**config.mk**
```make
export PLATFORM = sky130hd
export DESIGN_NAME = instr_fetch_queue
export DESIGN_NICKNAME = d
export VERILOG_FILES = /design/src/rtl/instr_fetch_queue.sv
export SDC_FILE = /design/constraint.sdc
export NUM_CORES = 1
export LEC_CHECK = 0
export ABC_AREA = 1
export CAP_MARGIN = 10
export CORE_ASPECT_RATIO = 0.7
export CORE_UTILIZATION = 50
export CTS_CLUSTER_DIAMETER = 200
export DETAILED_ROUTE_END_ITERATION = 8
export PLACE_DENSITY = 0.77
export SETUP_SLACK_MARGIN = 0.05
export SYNTH_ARGS = -nofsm -noshare
export SYNTH_HDL_FRONTEND = slang
export SYNTH_SLANG_ARGS = --single-unit
```
**constraint.sdc**
```tcl
create_clock -name clk -period 4.19 [get_ports clk]
set_input_delay 0.419 -clock clk [delete_from_list [all_inputs] [get_ports clk]]
set_output_delay 0.419 -clock clk [all_outputs]
set_load 0.02 [all_outputs]
```
**src/rtl/instr_fetch_queue.sv**
```systemverilog
// Instruction prefetch queue: circular buffer of instruction/PC pairs with
// valid/ready on both sides, head opcode decode, redirect flush and delivery stats.
module instr_fetch_queue #(
  parameter int INSTR_WIDTH = 32,
  parameter int PC_WIDTH    = 32,
  parameter int DEPTH       = 4,
  parameter int CNT_WIDTH   = 16
) (
  input  logic                       clk,
  input  logic                       rst,
  input  logic                       in_valid,
  output logic                       in_ready,
  input  logic [INSTR_WIDTH-1:0]     in_instr,
  input  logic [PC_WIDTH-1:0]        in_pc,
  input  logic                       flush,
  output logic                       out_valid,
  input  logic                       out_ready,
  output logic [INSTR_WIDTH-1:0]     out_instr,
  output logic [PC_WIDTH-1:0]        out_pc,
  output logic [1:0]                 out_class,
  output logic                       out_illegal,
  output logic [$clog2(DEPTH):0]     count,
  output logic [CNT_WIDTH-1:0]       pop_cnt,
  output logic [CNT_WIDTH-1:0]       illegal_cnt
);

  localparam int PTR_W = $clog2(DEPTH);
  localparam int CW    = PTR_W + 1;
  localparam int EW    = INSTR_WIDTH + PC_WIDTH;

  localparam logic [6:0] OP_ADDI = 7'b0010011;
  localparam logic [6:0] OP_ADD  = 7'b0110011;
  localparam logic [6:0] OP_BEQ  = 7'b1100011;
  localparam logic [6:0] OP_JAL  = 7'b1101111;

  logic [EW-1:0]        mem [DEPTH];
  logic [PTR_W-1:0]     rd_ptr;
  logic [PTR_W-1:0]     wr_ptr;
  logic [CW-1:0]        count_q;
  logic [CNT_WIDTH-1:0] pop_cnt_q;
  logic [CNT_WIDTH-1:0] illegal_cnt_q;
  logic [EW-1:0]        head;
  logic                 full;
  logic                 empty;
  logic                 push;
  logic                 pop;

  assign full  = (count_q == CW'(DEPTH));
  assign empty = (count_q == '0);

  // Every output is forced low while reset is held, even before the first reset edge.
  assign in_ready  = !rst && !full;
  assign out_valid = !rst && !empty;
  assign push      = in_valid && in_ready;
  assign pop       = out_valid && out_ready;

  assign head      = mem[rd_ptr];
  assign out_instr = out_valid ? head[EW-1:PC_WIDTH] : '0;
  assign out_pc    = out_valid ? head[PC_WIDTH-1:0]  : '0;

  assign count       = rst ? '0 : count_q;
  assign pop_cnt     = rst ? '0 : pop_cnt_q;
  assign illegal_cnt = rst ? '0 : illegal_cnt_q;

  always_comb begin
    out_class   = 2'd0;
    out_illegal = 1'b0;
    if (out_valid) begin
      case (out_instr[6:0])
        OP_ADDI: out_class = 2'd0;
        OP_ADD:  out_class = 2'd1;
        OP_BEQ:  out_class = 2'd2;
        OP_JAL:  out_class = 2'd3;
        default: out_illegal = 1'b1;
      endcase
    end
  end

  // Storage is deliberately left unreset; a push that collides with a flush is dropped.
  always_ff @(posedge clk) begin
    if (push && !flush) begin
      mem[wr_ptr] <= {in_instr, in_pc};
    end
  end

  always_ff @(posedge clk) begin
    if (rst) begin
      rd_ptr        <= '0;
      wr_ptr        <= '0;
      count_q       <= '0;
      pop_cnt_q     <= '0;
      illegal_cnt_q <= '0;
    end else begin
      if (flush) begin
        rd_ptr  <= wr_ptr;
        count_q <= '0;
      end else begin
        if (push) wr_ptr <= wr_ptr + PTR_W'(1);
        if (pop)  rd_ptr <= rd_ptr + PTR_W'(1);
        if (push && !pop)      count_q <= count_q + CW'(1);
        else if (pop && !push) count_q <= count_q - CW'(1);
      end
      // A pop in a flush cycle was still consumed by the core, so it is counted.
      if (pop && (pop_cnt_q != '1)) begin
        pop_cnt_q <= pop_cnt_q + CNT_WIDTH'(1);
      end
      if (pop && out_illegal && (illegal_cnt_q != '1)) begin
        illegal_cnt_q <= illegal_cnt_q + CNT_WIDTH'(1);
      end
    end
  end

endmodule
```
Word level (Yosys, flattened, before mapping)

Memories as Yosys holds them, arrays and structs flattened. A register that Yosys moved wholly into a read port is not among the register bits.
Index checks and enable logic that the tools add are counted.

Add/sub/neg operators: 6
Eq/ne operators: 7
Muxes and demuxes: 17
Bitwise logic cells: 1
Reductions and logical operators: 22

Operators by type and width:

| kind                    | number |
|---|---|
| $mux W32                | 2 |
| $add A16 B1 Y16 const B | 2 |
| $mux W16                | 2 |
| $ne A16 B16 Y1 const B  | 2 |
| $eq A7 B7 Y1 const B    | 2 |
| $logic_and A1 B1 Y1     | 10 |
| $mux W2                 | 5 |
| $mux W3                 | 3 |
| $eq A7 B5 Y1 const B    | 1 |
| $eq A7 B6 Y1 const B    | 1 |
| $logic_not A1 Y1        | 6 |
| $pmux W2 S3             | 1 |
| $add A2 B1 Y2 const B   | 2 |
| $mux W1                 | 4 |
| $reduce_bool A2 Y1      | 2 |
| $reduce_or A4 Y1        | 1 |
| $add A3 B1 Y3 const B   | 1 |
| $eq A3 B3 Y1 const B    | 1 |
| $logic_not A3 Y1        | 1 |
| $sub A3 B1 Y3 const B   | 1 |
| $reduce_and A2 Y1       | 1 |
| $reduce_or A2 Y1        | 1 |
| $not A1 Y1              | 1 |

Register bits after elaboration: 39
Bits in writable memories: 256
Bits of input ports: 69
Output and inout port bits: 104
Logic and storage cells: 59
Memories kept: 1

Memory list:

| name | depth | bits a word | rd ports | clocked after Yosys merged registers in | wr ports | line | source |
|---|---|---|---|---|---|---|---|
| mem  | 4     | 64          | 1        | 1                                       | 1        | 36   | `logic [EW-1:0] mem [DEPTH];` |

Depth between registers and ports, before layout

Gate-level depths: netlist of the first run.

Depth after elaboration: 10
Mapped depth: 15
Depth with buffers taken out: 13

Least setup slack after synthesis of the first run

Ideal clock, no wire load.

Path type: register -> register
Start: register count_q[1]
End: memory mem[0][0] (netlist bit) (enable)
Library setup time: 487 ps
Arrival: 3,918 ps
Path slack: -215 ps
Stages on the path, launching flop included: 6
Buffers on the path: 0
Cell sequence: dfxtp_1 inv_1 a31oi_1 and2_1 nand2_1 nor2_1

Longest elaborated chain between the ends: 7

RTL lines:

| item                          | line | source |
|---|---|---|
| start: declaration            | 39   | `logic [CW-1:0] count_q;` |
| start signal: assignment      | 100  | `if (push && !pop) count_q <= count_q + CW'(1);` |
| start signal: assignment      | 101  | `else if (pop && !push) count_q <= count_q - CW'(1);` |
| $eq A3 B3 Y1                  | 48   | `assign full = (count_q == CW'(DEPTH));` |
| $logic_not A1 Y1              | 52   | `assign in_ready = !rst && !full;` |
| $logic_and A1 B1 Y1           | 52   |  |
| named net in_ready            | 12   | `output logic in_ready,` |
| $logic_and A1 B1 Y1           | 54   | `assign push = in_valid && in_ready;` |
| $logic_and A1 B1 Y1           | 81   | `if (push && !flush) begin` |
| $mux W1                       | 81   |  |
| $mux W1 (implied by the code) | 82   | `mem[wr_ptr] <= {in_instr, in_pc};` |
| end: declaration              | 36   |  |

The timed path passes the listed nets, and every way through them passes these cells.

==> metrics.cfg, run 1 <==
[grt]
grt_max_degree=89
antenna_found_initial=2
overflow=0
grt_pass1_vias=8721
grt_first_pass_wirelength_um=46000
grtUsageTotal=0.225

[critical_path]
timing.rr.end=illegal_cnt_q[1]
crit_path_frequent_cell=nand2_1
r2r_setup_slack_ns=1.40
worstPathArrival_ns=3.39
critPathLaunchType=flop
crit_chain=clkinv_2 > buf_4 > nand2_1 > nand3_1 > nand2_1 > nand2_1 > nor2_2 > nand2_2 > nor2_4 > nor2_4 > clkdlybuf4s50_1
cp_num_buf_inv=3
endpoint_kind=output pin
path_class=reg2out
reg2regPathDepth=12
path_max_fanout=46
critical_path.top_delay_family=buffers and inverters
cpPeakStageDelay_ns=0.66
slowest_stage=dfxtp_4
critPathRequiredTime_ns=3.77

[sta]
clock_skew_ns=0.0153
hold_slack_ns=0.506
max_freq_mhz=262
slew_viol_final=0
grt_setup_unrepaired=no
worst_slew_pin_slew_ns=0.954
worst_slack_ns=0.379
period_share=0.910
period_minus_slack_ns=3.81
setup_violations=0
final_hold_viol_count=0
maxSlewHeadroom=0.364

[clock_tree]
postCtsSetupBuffers=0
htree_levels=1
clk_latency_ns=0.54
root_buffer=clkbuf_16
cts.path.max_buffers=3
cts_tree=yes
clkSlewWorstSetupHoldPaths_ns=0.06
cts_resized=0
cts_sinks=297
cts_hold_buf=0
cts_buffers=29

[detailed_routing]
drt-total-wl_um=29100
viasPerCell=5.33
ant_nets=0
drtPass1Iterations=6
vias=9263
detail_route.wl_per_cell_um=16.8
drt_iter0_markers=816
drc=0

[pwr]
power_w=0.00653
p_per_area_nw_per_um2=416
irDropWorstVdd_uv=369
leakage_nw=5.59

[cells_and_area]
finish.utilization=0.635
syn2layout_area_growth_pct=24.2
nNetsFinal=1465
fill_cells=1928
drive_above_1_share=0.0617

[yosys]
ys_seq_area_frac=0.672
synth_top_area_frac=0.607
syn_area_per_cell_sq_um=10.3
yosys.area.top_type=edfxtp_1
synth_cell_types=34
ys_warn_count=0
syn-instance-count=1229
ys_ff_latch=297
syn_nets=1306
synthTopCellsByArea=edfxtp_1, nor2_1, dfxtp_1
synthesis.area_sq_um=12700

[hold_path]
min_path_cells=2
hp-class=reg2reg
hold_start=pop_cnt_q[1]
holdPathEnd=pop_cnt_q[1]

[die]
ios=173
fp.dieArea_sq_um=26000
core-area_sq_um=24700
dieWidth_um=192
rows=48
die_h_um=135
initial_core_util=0.512

[place]
dp_hpwl_um=17600
io_buffers=172
globalplace.congestion=0.877
preCtsSetupSlack_ns=0.784

[outcome]
status=completed

[run]
drv_cap=0

==> worst max-delay path by stage <==
stage | startpoint | end | slack, ns | depth (start not counted)
2_1_floorplan | count_q[1] | mem[0][0] | -0.21 | 5
3_3_place_gp | rst | out_illegal | 0.85 | 11
3_5_place_dp | rst | out_illegal | 0.78 | 11
4_1_cts | flop | out_illegal | 0.32 | 11
5_1_grt | flop | out_illegal | 0.10 | 11
6_report | flop | out_illegal | 0.38 | 11
==> routing by layer <==
| metal | track usage | vias to the layer above | wire length [um] |
|---|---|---|---|
| met4 | 0.0617 | 0 | 727 |
| met2 | 0.353 | 312 | 13400 |
| met5 | 0 | - | 0 |
| met3 | 0.0421 | 46 | 1860 |
| li1 | - | 4502 | - |
| met1 | 0.321 | 4403 | 13100 |
==> layout make-up <==
class                           instances  area [sq um]  share of cell area
Clock buffer                           43           848              0.0540
Antenna cell                            2          5.00            0.000318
Multi-Input combinational cell        763          3510               0.223
Clock inverter                         11           159              0.0101
Inverter                              107           403              0.0256
Tap cell                              325           407              0.0259
Timing Repair Buffer                  190          1880               0.120
Sequential cell                       297          8510               0.541
==> registers in the layout (all words and copies together) (netlist names), named ones only <==
| signal | cells |
|---|---|
| rd_ptr | 2 |
| wr_ptr | 2 |
| pop_cnt_q | 16 |
| illegal_cnt_q | 16 |
| count_q | 3 |
| mem | 256 |
==> cells by family after synthesis <==
logic type,after synthesis,share of synthesized area
and+or+nand+nor,541,0.179
buffers and inverters,169,0.0532
AOI/OAI and AO/OA,211,0.0849
adders and majority gates,8,0.00850
xor gates and xnor gates,3,0.00208
DFF,297,0.672
==> Yosys cell counts <==
cell type	count
o21bai_1	1
and2_1	1
o21a_1	1
buf_4	4
nor2_8	1
buf_2	7
dfxtp_1	41
buf_6	2
xnor2_1	1
nor2_4	3
clkinv_1	8
nand4_1	35
nand3_1	38
ha_1	7
nor2_1	312
a211oi_1	2
a221oi_1	1
nor2_2	3
inv_1	94
a31oi_1	1
inv_2	5
edfxtp_1	256
a21oi_1	75
xor2_1	2
clkbuf_1	34
buf_1	15
nand2_2	3
nand3_2	3
nor3_1	16
nand2_1	124
nor3b_1	2
o21ai_0	129
fa_1	1
o221ai_1	1
==> worst min-delay path: cells and delay by family, from the launching register on <==
kind / cells / cell delay, ns
buffers and inverters: 1 / 0.07
AOI/OAI and AO/OA: 1 / 0.06
DFF: 1 / 0.32
==> stage by stage <==
step / setup TNS, ns / std cells / area (sq um)
floorplan: -55.01 / 1229 / 12700
global placement: 0 / 1682 / 14700
detailed placement: 0 / 1682 / 14700
CTS: 0 / 1736 / 15700
global route: 0 / 1736 / 15700
finish: 0 / 1738 / 15700
==> cell usage in the layout, fill, tap and decap left out, drive strengths merged <==
master and n:
ha 7, clkdlybuf4s50 172, bufinv 4, edfxtp 256
nor3 16, a211oi 2, nand2 127, buf 18
clkinvlp 1, clkinv 14, diode 2, xor2 2
nand4 35, xnor2 1, o21bai 1, nor3b 2
a221oi 1, inv 99, dfxtp 41, fa 1
nand3 41, a31oi 1, nor2 319, clkbuf 43
a21oi 75, o21a 1, and2 1, o221ai 1
o21ai 129
==> where the power goes <==
| group | switching (W) | total (W) | leakage, nW | internal (W) |
|---|---|---|---|---|
| registers | 0.0000219 | 0.00327 | 2.64 | 0.00325 |
| clock network | 0.00106 | 0.00270 | 0.492 | 0.00164 |
| logic | 0.000349 | 0.000560 | 2.45 | 0.000211 |
| total | 0.00143 | 0.00653 | 5.59 | 0.00510 |
Note: power is estimated with default switching activity, not from simulation.
==> run 2: changes to the inputs <==
CORE_MARGIN = 5   (was default)
clock period = 3.5 ns   (was 4.19 ns; I/O delays follow)
==> metrics.cfg, run 2 (synthesis results as in run 1) <==
[critical_path]
path_class=reg2out
r2r_setup_slack_ns=1.11  ; -0.29 ns
r2r_start=count_q[1]
worstPathArrival_ns=2.89  ; -0.50 ns
endpoint=out_class[0]
timing.rr.end=count_q[2]
endpoint_kind=output pin
reg2regPathDepth=12  ; unchanged
path_max_fanout=78  ; +70%
critPathLaunchType=flop
critPathRequiredTime_ns=3.15  ; -0.62 ns

[place]
io_buffers=172  ; unchanged
dp_hpwl_um=19800  ; +13%
dpl_cell_area_sq_um=14800  ; +0.54%
globalplace.congestion=0.856  ; -2.4%
dp.cells=1686  ; +0.24%

[detailed_routing]
drc=0  ; unchanged
viasPerCell=5.35  ; +0.43%
drtPass1Iterations=5  ; -1
drt_iter0_markers=746  ; -8.6%
top_layer=met5
vias=9330  ; +0.72%
ant_nets=0  ; unchanged
wl_met2_um=14500  ; +8.0%
drt-total-wl_um=31100  ; +6.6%
wl_met3_um=2250  ; +21%
detail_route.wl_per_cell_um=17.8  ; +6.3%
drt-met1-wl_um=13800  ; +4.7%

[cells_and_area]
final_cell_mix=nor2_1, edfxtp_1, clkdlybuf4s50_1, o21ai_0, nand2_1
fill_cells=1915  ; -0.67%
nNetsFinal=1470  ; +0.34%
largest_reg_flops=256  ; unchanged
regMostFlops=mem
finalNonFillerCells=1743  ; +0.29%
drive_above_1_share=0.0636  ; +0.00190
final_common_cell=nor2_1
reg.largest.list=mem x256, illegal_cnt_q x16, pop_cnt_q x16
finish.utilization=0.634  ; -0.00184
syn2layout_area_growth_pct=24.2  ; about the same
fin_area_sq_um=15700  ; about the same

[die]
initial_core_util=0.510  ; -0.00124
ios=173  ; unchanged
core-area_sq_um=24800  ; +0.24%
die_h_um=143  ; +5.9%
dieWidth_um=200  ; +4.2%
rows=48  ; unchanged
fp.dieArea_sq_um=28700  ; +10%

[grt]
grtUsageTotal=0.210  ; -0.0143
antenna_found_initial=2  ; unchanged
overflow=0  ; unchanged
grt_pass1_vias=8987  ; +3.1%
grt_first_pass_wirelength_um=48700  ; +6.0%
grt_max_degree=79  ; -11%

[clock_tree]
root_buffer=clkbuf_16
cts_tree=yes
cts_buffers=29  ; unchanged
clk_latency_ns=0.54  ; about the same
cts_sinks=297  ; unchanged
htree_levels=1  ; unchanged
clkSlewWorstSetupHoldPaths_ns=0.06  ; about the same
cts.path.max_buffers=3  ; unchanged

[sta]
max_freq_mhz=309
tns_ns=0  ; unchanged
grt_setup_unrepaired=yes
worst_slew_pin_slew_ns=0.529  ; -0.426 ns
clock_skew_ns=0.0116  ; -0.00369 ns
maxSlewHeadroom=0.647  ; +0.284
slew_viol_final=0  ; unchanged
setup_violations=0  ; unchanged
final_hold_viol_count=0  ; unchanged
period_minus_slack_ns=3.24
period_share=0.925

[pwr]
p_per_area_nw_per_um2=479  ; +15%
irDropWorstVdd_uv=376  ; +1.9%
leakage_nw=5.58  ; about the same
power_w=0.00753  ; +15%

[run]
drv_cap=0  ; unchanged

[hold_path]
hp-class=in2reg
min_path_cells=1  ; -1

[outcome]
status=completed

run 2: cell count changes in the layout (fill, tap and decap cells not counted), sizes merged:
cell    delta
inv        +1
buf        +5
clkbuf     -3
bufinv     -4
clkinv     +6
run 2: how the worst min path moves through the flow:
stage                  startpoint       endpoint  slack (ns)
floorplan           pop_cnt_q[15]  pop_cnt_q[15]        0.45
global placement    pop_cnt_q[15]  pop_cnt_q[15]        0.45
detailed placement  pop_cnt_q[15]  pop_cnt_q[15]        0.46
CTS                      in_pc[1]      mem[0][1]        0.42
global route             in_pc[8]      mem[1][8]        0.44
finish                   in_pc[1]      mem[2][1]        0.44
run 2: layout make-up:
| type | instances | area, sq um | area share |
|---|---|---|---|
| Antenna cell | 2 | 5.00 | 0.000318 |
| Clock buffer | 40 | 818 | 0.0521 |
| Clock inverter | 14 | 77.6 | 0.00494 |
| Inverter | 107 | 409 | 0.0260 |
| Multi-Input combinational cell | 763 | 3510 | 0.223 |
| Sequential cell | 297 | 8520 | 0.542 |
| Tap cell | 325 | 407 | 0.0259 |
| Timing Repair Buffer | 195 | 1980 | 0.126 |
run 2: critical path: stages (launching register included):
cell             delay (ns)
dfxtp_4                0.47
clkinv_4               0.21
buf_12                 0.25
nand2_1                0.09
nand3_1                0.12
nand2_1                0.11
nand2_1                0.06
nor2_2                 0.13
nand2_2                0.09
o21ai_0                0.17
clkdlybuf4s50_1        0.64
run 2: power by group:
part | switching (W) | leakage, nW | internal [W]
registers | 0.0000237 | 2.65 | 0.00389
logic | 0.000437 | 2.50 | 0.000262
clock network | 0.00128 | 0.444 | 0.00164
total | 0.00174 | 5.58 | 0.00579
run 2: repair_timing:
action | 4_1_cts | 5_1_grt
gates resized for setup | 2 | 4
buffers inserted | 0 | 1
hold buffers | 0 | 0
endpoints found under the setup margin | 3 | 37
pin swaps | 0 | 0
run 2: layer usage:
metal  vias up  track usage
met5         -            0
met3        44       0.0400
met1      4433        0.298
met4         2       0.0456
li1       4521            -
met2       330        0.346
run 2: per-stage QoR:
step	hold slack [ns]	setup WS, ns
6_report	0.442	0.264
5_1_grt	0.437	0.0401
4_1_cts	0.421	0.0512
3_5_place_dp	0.458	0.495
3_3_place_gp	0.455	0.512
2_1_floorplan	0.445	-0.905
==> RTL edit (config.mk and constraints of run 1) <==
The parameter `CNT_WIDTH` goes from 16 to 32.
--- a/src/rtl/instr_fetch_queue.sv
+++ b/src/rtl/instr_fetch_queue.sv
@@ -4,7 +4,7 @@
   parameter int INSTR_WIDTH = 32,
   parameter int PC_WIDTH    = 32,
   parameter int DEPTH       = 4,
-  parameter int CNT_WIDTH   = 16
+  parameter int CNT_WIDTH   = 32
 ) (
   input  logic                       clk,
   input  logic                       rst,
Interface: changed (resized illegal_cnt and pop_cnt); port bits go from 173 to 205. No check against the original RTL was run, so the function may have changed too.
==> RTL edit against run 1 <==
Critical path depth is 2 lower; count of clock-buffer cells in the layout shrank 3; sequential cell count up 32; hold slack got worse by 0.057 ns; largest cell class unchanged; critical endpoint is now out_class[0]; setup slack improved by 0.029 ns; combinational power barely moved; critical path type unchanged; final area rose by 17%; wire length grew 28%; area after synthesis grew 18%; total power is 11% higher.
==> RTL edit: results <==
metrics = {
    "placement": {
        "gp_congestion": 0.940,
        "place_ws_ns": 0.601,
    },
    "power": {
        "vdd.ir_drop.worst_v": 0.000306,
        "power.internal_mw": 5.60,
        "power.clock.fraction": 0.426,
    },
    "synthesis": {
        "synth_fp_nets": 1657,
        "ys_seq_elements": 329,
        "synth_cell_types": 42,
    },
    "timing": {
        "finClkSkew_ns": 0.0300,
        "max-slew-margin-rel": 0.292,
    },
    "setup_path": {
        "reg2reg_slack_ns": 1.17,
        "crit_arrival_ns": 3.36,
        "path_max_fanout": 43,
        "critPathCapture": "out_class[0]",
        "r2r_end": "count_q[2]",
    },
    "final_layout": {
        "reg_top3": "mem x256, illegal_cnt_q x32, pop_cnt_q x32",
        "multi_input_cells": 1037,
        "inverters_excl_clock": 141,
        "nets": 1836,
        "final-nonclk-buf-share": 0.119,
        "clkbuf_count": 40,
    },
    "hold_path": {
        "min_path_type": "input port to register",
    },
    "detailed_routing": {
        "drt_iter0_markers": 1062,
        "routed_via_density": 5.41,
    },
    "run_status": {
        "status": "completed",
    },
    "global_route": {
        "grt_use_met3": 0.0458,
        "grtUsageTotal": 0.247,
        "use_met2": 0.377,
        "grt_pass1_wl_um": 59800,
    },
    "clock_tree": {
        "htreeDepth": 2,
    },
}
RTL edit: cell families (layout without fill, tap and decap cells):
| logic type | after synthesis | count (layout) | share of synthesized area |
|---|---|---|---|
| AO/OA/AOI/OAI | 251 | 251 | 0.0880 |
| XOR/XNOR | 23 | 23 | 0.0135 |
| adder cells (fa/ha/maj) | 8 | 8 | 0.00721 |
| buffers and inverters | 214 | 418 | 0.0589 |
| flip-flops | 329 | 329 | 0.613 |
| other | 0 | 3 | 0 |
| AND/OR/NAND/NOR | 755 | 755 | 0.219 |
RTL edit: how the worst min path moves through the flow:
stage	startpoint	end	slack (ns)	cells after the start
CTS	rst	pop_cnt_q[21]	0.42	4
detailed placement	pop_cnt_q[31]	pop_cnt_q[31]	0.46	2
floorplan	pop_cnt_q[20]	pop_cnt_q[20]	0.44	1
global route	rst	illegal_cnt_q[1]	0.47	4
finish	rst	pop_cnt_q[21]	0.45	4
global placement	pop_cnt_q[31]	pop_cnt_q[31]	0.45	2
RTL edit: metrics by stage:
step / cells / TNS, ns / area (um^2) / power (mW)
floorplan: 1580 / -79.43 / 14900 / 3.96
global placement: 2101 / 0 / 17300 / 4.21
detailed placement: 2101 / 0 / 17300 / 4.22
CTS: 2162 / 0 / 18400 / 7.29
global route: 2163 / 0 / 18400 / 7.45
finish: 2165 / 0 / 18400 / 7.23
RTL edit: worst max-delay path: stages, from the launching register on:
cell	delay, ns
dfxtp_2	0.68
buf_4	0.59
nand3_1	0.22
and2_1	0.19
nor2_1	0.14
nand3_2	0.11
inv_2	0.12
nand2_1	0.06
nand2_1	0.11
clkdlybuf4s50_1	0.62
